File: config.mk
export PLATFORM = sky130hd
export DESIGN_NAME = i2s_stream_tx
export DESIGN_NICKNAME = d
export VERILOG_FILES = /design/src/rtl/i2s_stream_tx.sv
export SDC_FILE = /design/constraint.sdc
export NUM_CORES = 1
export LEC_CHECK = 0
export ABC_AREA = 1
export CAP_MARGIN = 25
export CORE_MARGIN = 5
export CORE_UTILIZATION = 60
export CTS_CLUSTER_DIAMETER = 40
export CTS_CLUSTER_SIZE = 8
export DETAILED_ROUTE_END_ITERATION = 10
export PLACE_DENSITY = 0.84
export SYNTH_ARGS = -nofsm -noshare
export SYNTH_HDL_FRONTEND = slang
export SYNTH_SLANG_ARGS = --single-unit
File: constraint.sdc
create_clock -name clk -period 7.55 [get_ports clk]
set_input_delay 1.51 -clock clk [delete_from_list [all_inputs] [get_ports clk]]
set_output_delay 1.51 -clock clk [all_outputs]
set_load 0.05 [all_outputs]
File: src/rtl/i2s_stream_tx.sv
// I2S transmitter: stereo sample FIFO, BCLK/LRCLK generation and MSB-first serialiser.
// Optional square-wave tone source is built in when I2S_STREAM_TX_TONE_EN is defined.
module i2s_stream_tx #(
  parameter int DATA_W     = 16,
  parameter int SLOT_W     = 32,
  parameter int BCLK_DIV   = 4,
  parameter int FIFO_DEPTH = 4
`ifdef I2S_STREAM_TX_TONE_EN
  ,
  parameter logic [15:0] TONE_AMP         = 16'h2000,
  parameter int          TONE_HALF_FRAMES = 24
`endif
) (
  input  logic                            clk,
  input  logic                            rst,
  input  logic                            en,
`ifdef I2S_STREAM_TX_TONE_EN
  input  logic                            tone_en,
`endif
  input  logic                            s_valid,
  output logic                            s_ready,
  input  logic [DATA_W-1:0]               s_left,
  input  logic [DATA_W-1:0]               s_right,
  output logic                            bclk,
  output logic                            lrclk,
  output logic                            sdata,
  output logic [$clog2(FIFO_DEPTH+1)-1:0] fifo_level,
  output logic                            underrun
);

  localparam int CW = (BCLK_DIV > 1) ? $clog2(BCLK_DIV) : 1;
  localparam int FW = $clog2(2 * SLOT_W);
  localparam int AW = $clog2(FIFO_DEPTH);
  localparam int LW = $clog2(FIFO_DEPTH + 1);
  localparam int IW = $clog2(2 * DATA_W);
  localparam logic [CW-1:0] C_LAST = CW'(BCLK_DIV - 1);
  localparam logic [FW-1:0] F_LAST = FW'(2 * SLOT_W - 1);

  logic [CW-1:0]         c;
  logic [FW-1:0]         f;
  logic [FW-1:0]         f_next;
  logic                  fall;
  logic                  load;
  logic                  tone_active;
  logic [2*DATA_W-1:0]   frame_q;
  logic [2*DATA_W-1:0]   load_val;
  logic [2*DATA_W-1:0]   frame_src;
  logic                  lr_next;
  logic                  sd_next;

  logic [2*DATA_W-1:0]   mem [FIFO_DEPTH];
  logic [AW-1:0]         wr_ptr;
  logic [AW-1:0]         rd_ptr;
  logic [LW-1:0]         level_next;
  logic                  fifo_empty;
  logic                  push;
  logic                  pop;
  logic [2*DATA_W-1:0]   fifo_word;

  // ---------------------------------------------------------------- divider
  always_ff @(posedge clk or posedge rst) begin
    if (rst) begin
      c    <= '0;
      bclk <= 1'b0;
    end else if (!en) begin
      c    <= '0;
      bclk <= 1'b0;
    end else if (c == C_LAST) begin
      c    <= '0;
      bclk <= ~bclk;
    end else begin
      c    <= c + 1'b1;
    end
  end

  assign fall   = en && (c == C_LAST) && bclk;
  assign f_next = (f == F_LAST) ? '0 : f + 1'b1;
  assign load   = fall && (f == F_LAST);

  // ------------------------------------------------------------------- FIFO
  assign push       = s_valid && s_ready;
  assign fifo_empty = (fifo_level == '0);
  assign pop        = load && !tone_active && !fifo_empty;
  assign fifo_word  = fifo_empty ? '0 : mem[rd_ptr];

  always_comb begin
    level_next = fifo_level;
    case ({push, pop})
      2'b10:   level_next = fifo_level + 1'b1;
      2'b01:   level_next = fifo_level - 1'b1;
      default: level_next = fifo_level;
    endcase
  end

  always_ff @(posedge clk or posedge rst) begin
    if (rst) begin
      wr_ptr     <= '0;
      rd_ptr     <= '0;
      fifo_level <= '0;
      s_ready    <= 1'b1;
    end else begin
      if (push) wr_ptr <= wr_ptr + 1'b1;
      if (pop)  rd_ptr <= rd_ptr + 1'b1;
      fifo_level <= level_next;
      s_ready    <= (level_next != LW'(FIFO_DEPTH));
    end
  end

  // Storage has no reset; the pointers define which entries are live.
  always_ff @(posedge clk) begin
    if (push) mem[wr_ptr] <= {s_left, s_right};
  end

  // ------------------------------------------------------------ tone source
`ifdef I2S_STREAM_TX_TONE_EN
  localparam int TCW = (TONE_HALF_FRAMES > 1) ? $clog2(TONE_HALF_FRAMES) : 1;
  localparam logic [31:0]       AMP_SX  = {{16{TONE_AMP[15]}}, TONE_AMP};
  localparam logic [DATA_W-1:0] AMP_POS = AMP_SX[DATA_W-1:0];
  localparam logic [DATA_W-1:0] AMP_NEG = -AMP_POS;

  logic [TCW-1:0] tone_cnt;
  logic           tone_neg;

  assign tone_active = tone_en;

  always_ff @(posedge clk or posedge rst) begin
    if (rst) begin
      tone_cnt <= '0;
      tone_neg <= 1'b0;
    end else if (!tone_en) begin
      tone_cnt <= '0;
      tone_neg <= 1'b0;
    end else if (load) begin
      if (tone_cnt == TCW'(TONE_HALF_FRAMES - 1)) begin
        tone_cnt <= '0;
        tone_neg <= ~tone_neg;
      end else begin
        tone_cnt <= tone_cnt + 1'b1;
      end
    end
  end

  always_comb begin
    load_val = fifo_word;
    if (tone_en) load_val = tone_neg ? {AMP_NEG, AMP_NEG} : {AMP_POS, AMP_POS};
  end
`else
  assign tone_active = 1'b0;
  assign load_val    = fifo_word;
`endif

  // ------------------------------------------------------------- serialiser
  // At the frame boundary the outgoing MSB comes from the word being loaded.
  assign frame_src = load ? load_val : frame_q;

  always_comb begin
    int fi;
    logic [IW-1:0] idx;
    fi      = int'(f_next);
    idx     = '0;
    sd_next = 1'b0;
    lr_next = (fi >= SLOT_W - 1) && (fi <= 2 * SLOT_W - 2);
    if (fi < DATA_W) begin
      idx     = IW'(2 * DATA_W - 1 - fi);
      sd_next = frame_src[idx];
    end else if ((fi >= SLOT_W) && (fi < SLOT_W + DATA_W)) begin
      idx     = IW'(DATA_W - 1 - (fi - SLOT_W));
      sd_next = frame_src[idx];
    end
  end

  always_ff @(posedge clk or posedge rst) begin
    if (rst) begin
      f        <= F_LAST;
      lrclk    <= 1'b0;
      sdata    <= 1'b0;
      frame_q  <= '0;
      underrun <= 1'b0;
    end else if (!en) begin
      f        <= F_LAST;
      lrclk    <= 1'b0;
      sdata    <= 1'b0;
      underrun <= 1'b0;
    end else begin
      underrun <= load && fifo_empty && !tone_active;
      if (fall) begin
        f     <= f_next;
        lrclk <= lr_next;
        sdata <= sd_next;
        if (load) frame_q <= load_val;
      end
    end
  end

endmodule

== Word level (Yosys, flattened, before mapping) ==
Memories as Yosys holds them, arrays and structs flattened.
Index checks and enable logic that the tools add are counted.

* Bits in writable memories: 128
* Memories: 1
* Input bits: 36
* Flip-flop bits (word level): 52
* Output and inout bits: 8

{| class="wikitable"
|+ Memory list
! memory !! words !! bits a word !! read ports !! clocked after memory_dff !! wr ports !! RTL line !! source
|-
| mem || 4 || 32 || 1 || 0 || 1 || 51 || <nowiki>logic [2*DATA_W-1:0] mem [FIFO_DEPTH];</nowiki>
|}

* Add/subtract/negate cells: 9
* Bitwise gates (word level): 1
* Muxes and demuxes: 23
* Equal/unequal tests: 7
* Reduce and logical (&&, ||, !) cells: 11
* $lt $le $gt $ge: 7

{| class="wikitable"
|+ Operators with widths
! cell !! number
|-
| $mux 32 || 2
|-
| $mux 6 || 3
|-
| $mux 1 || 13
|-
| $lt 5x6->1 const B || 2
|-
| $bmux 1 s5 || 2
|-
| $sub 5x5->5 const A || 2
|-
| $logic_and 1x1->1 || 8
|-
| $add 2x1->2 const B || 3
|-
| $add 6x1->6 const B || 1
|-
| $eq 6x6->1 const B || 1
|-
| $ge 6x5->1 const B || 1
|-
| $ge 6x6->1 const B || 1
|-
| $le 6x6->1 const B || 1
|-
| $lt 6x5->1 const B || 1
|-
| $lt 6x6->1 const B || 1
|-
| $pmux 3 s2 || 1
|-
| $sub 5x1->5 const B || 1
|-
| $eq 2x2->1 const B || 2
|-
| $mux 2 || 2
|-
| $ne 2x1->1 const B || 2
|-
| $add 3x1->3 const B || 1
|-
| $logic_not 3->1 || 1
|-
| $ne 3x3->1 const B || 1
|-
| $sub 3x1->3 const B || 1
|-
| 4 further kinds || 4
|}

== Logic depth before layout (Yosys ltp) ==
* Word-level depth: 11
* Depth in mapped cells: 19

== Least setup slack after synthesis ==
Ideal clock, no wire load.

* Path type: input-to-reg
* From: input port s_valid
* To: memory mem[0][0] (netlist name) (enable)
* Path buffers: 0
* Slack: 4.074 ns
* Data arrival time: 3.054 ns
* Stages on the path: 2
* Required time: 7.129 ns
* Setup time: 0.421 ns
* Cells stage by stage: nand2_1 nor2_1

* Longest elaborated chain between the ends: 3

{| class="wikitable"
|+ Ends and longest elaborated chain
! element !! RTL line !! source
|-
| start: declaration || 20 || <nowiki>input logic s_valid,</nowiki>
|-
| $logic_and 1x1->1 || 81 || <nowiki>assign push = s_valid && s_ready;</nowiki>
|-
| $mux 1 || 111 || <nowiki>if (push) mem[wr_ptr] <= {s_left, s_right};</nowiki>
|-
| $mux 1 (implied by the code) || 111 ||
|-
| end: declaration || 51 ||
|}

No other way between the ends.

== Final worst setup path ==
* From: input port en
* To: register s_ready

* Longest elaborated chain between the ends: 7
* Elaborated cells on any way between the ends: 8
* Classes of those cells: eq/ne (3); mux (1); reduce/logical (4)

{| class="wikitable"
|+ Ends and longest elaborated chain
! element !! RTL line !! source
|-
| start: declaration || 16 || <nowiki>input logic en,</nowiki>
|-
| $logic_and 1x1->1 (*) (2 in a row) || 76 || <nowiki>assign fall = en && (c == C_LAST) && bclk;</nowiki>
|-
| $logic_and 1x1->1 (*) || 78 || <nowiki>assign load = fall && (f == F_LAST);</nowiki>
|-
| $logic_and 1x1->1 (*) || 83 || <nowiki>assign pop = load && !tone_active && !fifo_empty;</nowiki>
|-
| net pop || 57 || <nowiki>logic pop;</nowiki>
|-
| $eq 2x1->1 or $eq 2x2->1 (tied branches) || 88 || <nowiki>case ({push, pop})</nowiki>
|-
| $pmux 3 s2 (*) || 88 ||
|-
| net level_next[2] || 54 || <nowiki>logic [LW-1:0] level_next;</nowiki>
|-
| $ne 3x3->1 (*) || 105 || <nowiki>s_ready <= (level_next != LW'(FIFO_DEPTH));</nowiki>
|-
| end signal: assignment || 105 ||
|-
| end: declaration || 21 || <nowiki>output logic s_ready,</nowiki>
|}

Mark *: on every way through the listed nets, which the timed path passes. The rest lies on a longest branch.
A chain may end at the register's enable or synchronous reset.

==> flow_summary.json <==
{
  "status": "finished, final reports clean",
  "synth_area_um2": 7590,
  "finalCoreUtilization_pct": 69.9,
  "p_sw_uw": 787,
  "grt-ovfl-total": 0,
  "fin_crit_sh_pct": 52.5,
  "final_common_cell": "sky130_fd_sc_hd__nand2_1",
  "clkPwrFrac_pct": 31.3,
  "count_of_state_elements_after_synthesis": 180,
  "p_leak_uw": 0.00360,
  "synthesis.instances": 715,
  "report.final.setup_viol": 0,
  "arrival_ns": 4.32,
  "max_slew_margin_pct": 36.6,
  "top_level_ports": 44,
  "critical_path.startpoint_type": "primary input",
  "gp_routability_congestion": 0.876,
  "ctsHoldBuffers": 0,
  "met2RoutedLength_um": 8270,
  "post_cts_setup_inserts": 0,
  "syn-mean-instance-area_um2": 10.6,
  "postSynth.topFlopCell": "sky130_fd_sc_hd__edfxtp_1",
  "drt-wirelength-per-cell_um": 17.3,
  "tightest_slew_ns": 0.948,
  "dieHeight_um": 122,
  "worst_setup_path_end_kind": "flop",
  "placementRows": 41,
  "first_pass_iters": 5,
  "die_area_um2": 15000,
  "crit_path_max_fanout": 25,
  "wirelength_um": 16300,
  "detailedPlacementHpwl_um": 9750,
  "multi_input_comb_area_um2": 2070,
  "tritoncts.num_buffers": 17,
  "core_area_um2": 12500,
  "insertedDiodeCount": 0,
  "asyncSetResetFlopFracSynth_pct": 28.9,
  "area_growth_synth_to_finish_pct": 15.2,
  "seqCellArea_um2": 5150,
  "power_share_of_the_combinational_group_pct": 19.7,
  "synthDistinctLibCells": 36,
  "cts.reportedPaths.clkPinSlew_ns": 0.06,
  "die_w_um": 122,
  "final-max-slew-violation-count": 0,
  "hold_class": "reg2reg",
  "clock.fmax_mhz": 252,
  "first_global_vias": 5400,
  "cellPowerDensity_nw_per_um2": 299,
  "number_of_enable_type_register_cells_in_the_synthesized_netlist": 128,
  "drt_iter0_drc": 511,
  "power.sequential.fraction_pct": 49.0,
  "port_buffers": 43,
  "grt_max_degree": 68,
  "max_cap_violations": 0,
  "cts.htree.levels": 4,
  "final-hold-violation-count": 0,
  "ctsLongestPathBuffers": 2,
  "grt_pass1_wl_um": 26500,
  "max-vdd-ir-drop_uv": 198,
  "number_of_antenna_violations_at_the_first_check_in_global_routing": 0,
  "drt.antenna.violating_nets": 0,
  "post_cts_resize_count": 0,
  "fillers": 928,
  "detail_route.wirelength.met1_um": 6480,
  "drive_gt1_share_pct": 8.07,
  "regToRegSetupSlack_ns": 4.36,
  "start_util_pct": 60.6,
  "drt-vias-per-instance": 5.59,
  "detailroute.via_count": 5250,
  "seq_area_frac_synth_pct": 67.9,
  "postSynthNetCount": 760,
  "tritoncts": "done",
  "setup-tns-final_ns": 0,
  "pint_uw": 1830,
  "fin_worst_skew_ns": 0.00924,
  "globalRouteTotalUtil_pct": 23.4,
  "topRoutingLayerUsed": "met4",
  "criticalPathCategory": "in2reg",
  "grt_setup_unrepaired": "false",
  "worstSkewPairLatency_ns": 0.43,
  "timing.final.crit_period_ns": 3.96,
  "design.final.nets": 800,
  "timing.critical_path.required_ns": 7.91,
  "switch_share_pct": 30.1,
  "met3RoutedLength_um": 1070,
  "most_frequent_cells_in_the_layout": "sky130_fd_sc_hd__nand2_1 (209), sky130_fd_sc_hd__edfxtp_1 (128), sky130_fd_sc_hd__nand3_1 (76), sky130_fd_sc_hd__inv_1 (58), sky130_fd_sc_hd__nor2_1 (53)",
  "count_of_warnings_emitted_by_yosys": 0,
  "cts_root_buf": "sky130_fd_sc_hd__clkbuf_16",
  "drc": 0,
  "cts_sinks": 180
}
stage by stage:
stage,power (uW),instance area (um^2),worst slack [ns],hold WS (ns),cells
floorplan,1630,7590,4.07,0.409,715
global placement,1780,8150,3.30,0.421,906
detailed placement,1810,8170,3.19,0.451,907
CTS,2630,8720,3.62,0.459,939
global route,2730,8740,3.31,0.479,940
finish,2620,8740,3.59,0.453,940
logic make-up (layout without fill, tap and decap cells):
group | after synthesis | in the layout | synth area share, %
xor gates and xnor gates | 6 | 6 | 0.692
AOI/OAI and AO/OA | 69 | 69 | 5.26
adders and majority gates | 9 | 9 | 1.58
and+or+nand+nor | 357 | 357 | 19.5
DFF | 180 | 180 | 67.9
buffers and inverters | 94 | 147 | 5.03
routing by layer:
metal	track usage (%)	vias up
met4	12.5	0
met2	38.3	222
met5	0	-
li1	-	2465
met3	5.53	45
met1	29.2	2518
area by class of cell:
type,instances,share of cell area [%]
inverters,64,2.75
repair buffers,51,5.89
well taps,172,2.46
flip-flops and latches,180,58.9
clock buffers,19,5.19
multi-input cells,441,23.6
clock inverters,13,1.13
flip-flops by register name, indices dropped and copies added, names as in the netlist:
register and cells:
mem 128, frame_q 32, f 6, fifo_level 3, c 2, rd_ptr 2
wr_ptr 2, bclk 1, lrclk 1, s_ready 1, sdata 1, underrun 1
power groups by stage:
stage	Sequential [uW]	Clock [uW]	Combinational, uW
after detailed placement	1300	0	509
after global routing	1290	868	570
final	1280	820	517
after global placement	1290	0	486
after CTS	1280	830	516
after floorplan	1330	0	303
synth_stat cells (all sizes together) (5+ instances only):
| cell | count | area share (%) |
|---|---|---|
| ha | 8 | 1.3 |
| o211ai | 5 | 0.49 |
| xor2 | 5 | 0.58 |
| and2 | 6 | 0.49 |
| clkbuf | 11 | 0.54 |
| a21oi | 17 | 1.2 |
| nand2 | 210 | 10 |
| inv | 63 | 3.1 |
| o21ai | 31 | 2.0 |
| edfxtp | 128 | 51 |
| nor2 | 59 | 3.0 |
| dfrtp | 45 | 15 |
| o22ai | 6 | 0.49 |
| nand3 | 78 | 5.3 |
| dfstp | 7 | 2.4 |
| buf | 19 | 1.3 |
final timing paths:
kind | startpoint | endpoint | depth (start not counted)
setup / recovery | en | s_ready | 12
hold / removal | c[0] | c[0] | 1
setup reg to reg | fifo_level[1] | s_ready | 11
hold reg to reg | c[0] | c[0] | 1
max in group asynchronous | rst | f[5] | 3
min in group asynchronous | rst | wr_ptr[0] | 2
worst max-delay path, stage by stage:
cell                              delay (ns)
sky130_fd_sc_hd__clkdlybuf4s50_1        0.50
sky130_fd_sc_hd__nand3_1                0.13
sky130_fd_sc_hd__inv_2                  0.18
sky130_fd_sc_hd__nand3_2                0.45
sky130_fd_sc_hd__inv_1                  0.37
sky130_fd_sc_hd__ha_1                   0.20
sky130_fd_sc_hd__inv_1                  0.07
sky130_fd_sc_hd__fa_1                   0.38
sky130_fd_sc_hd__a21oi_1                0.15
sky130_fd_sc_hd__o21ai_0                0.11
sky130_fd_sc_hd__xor2_1                 0.19
sky130_fd_sc_hd__nand2_1                0.07
Power figures use the tool's default switching activity.
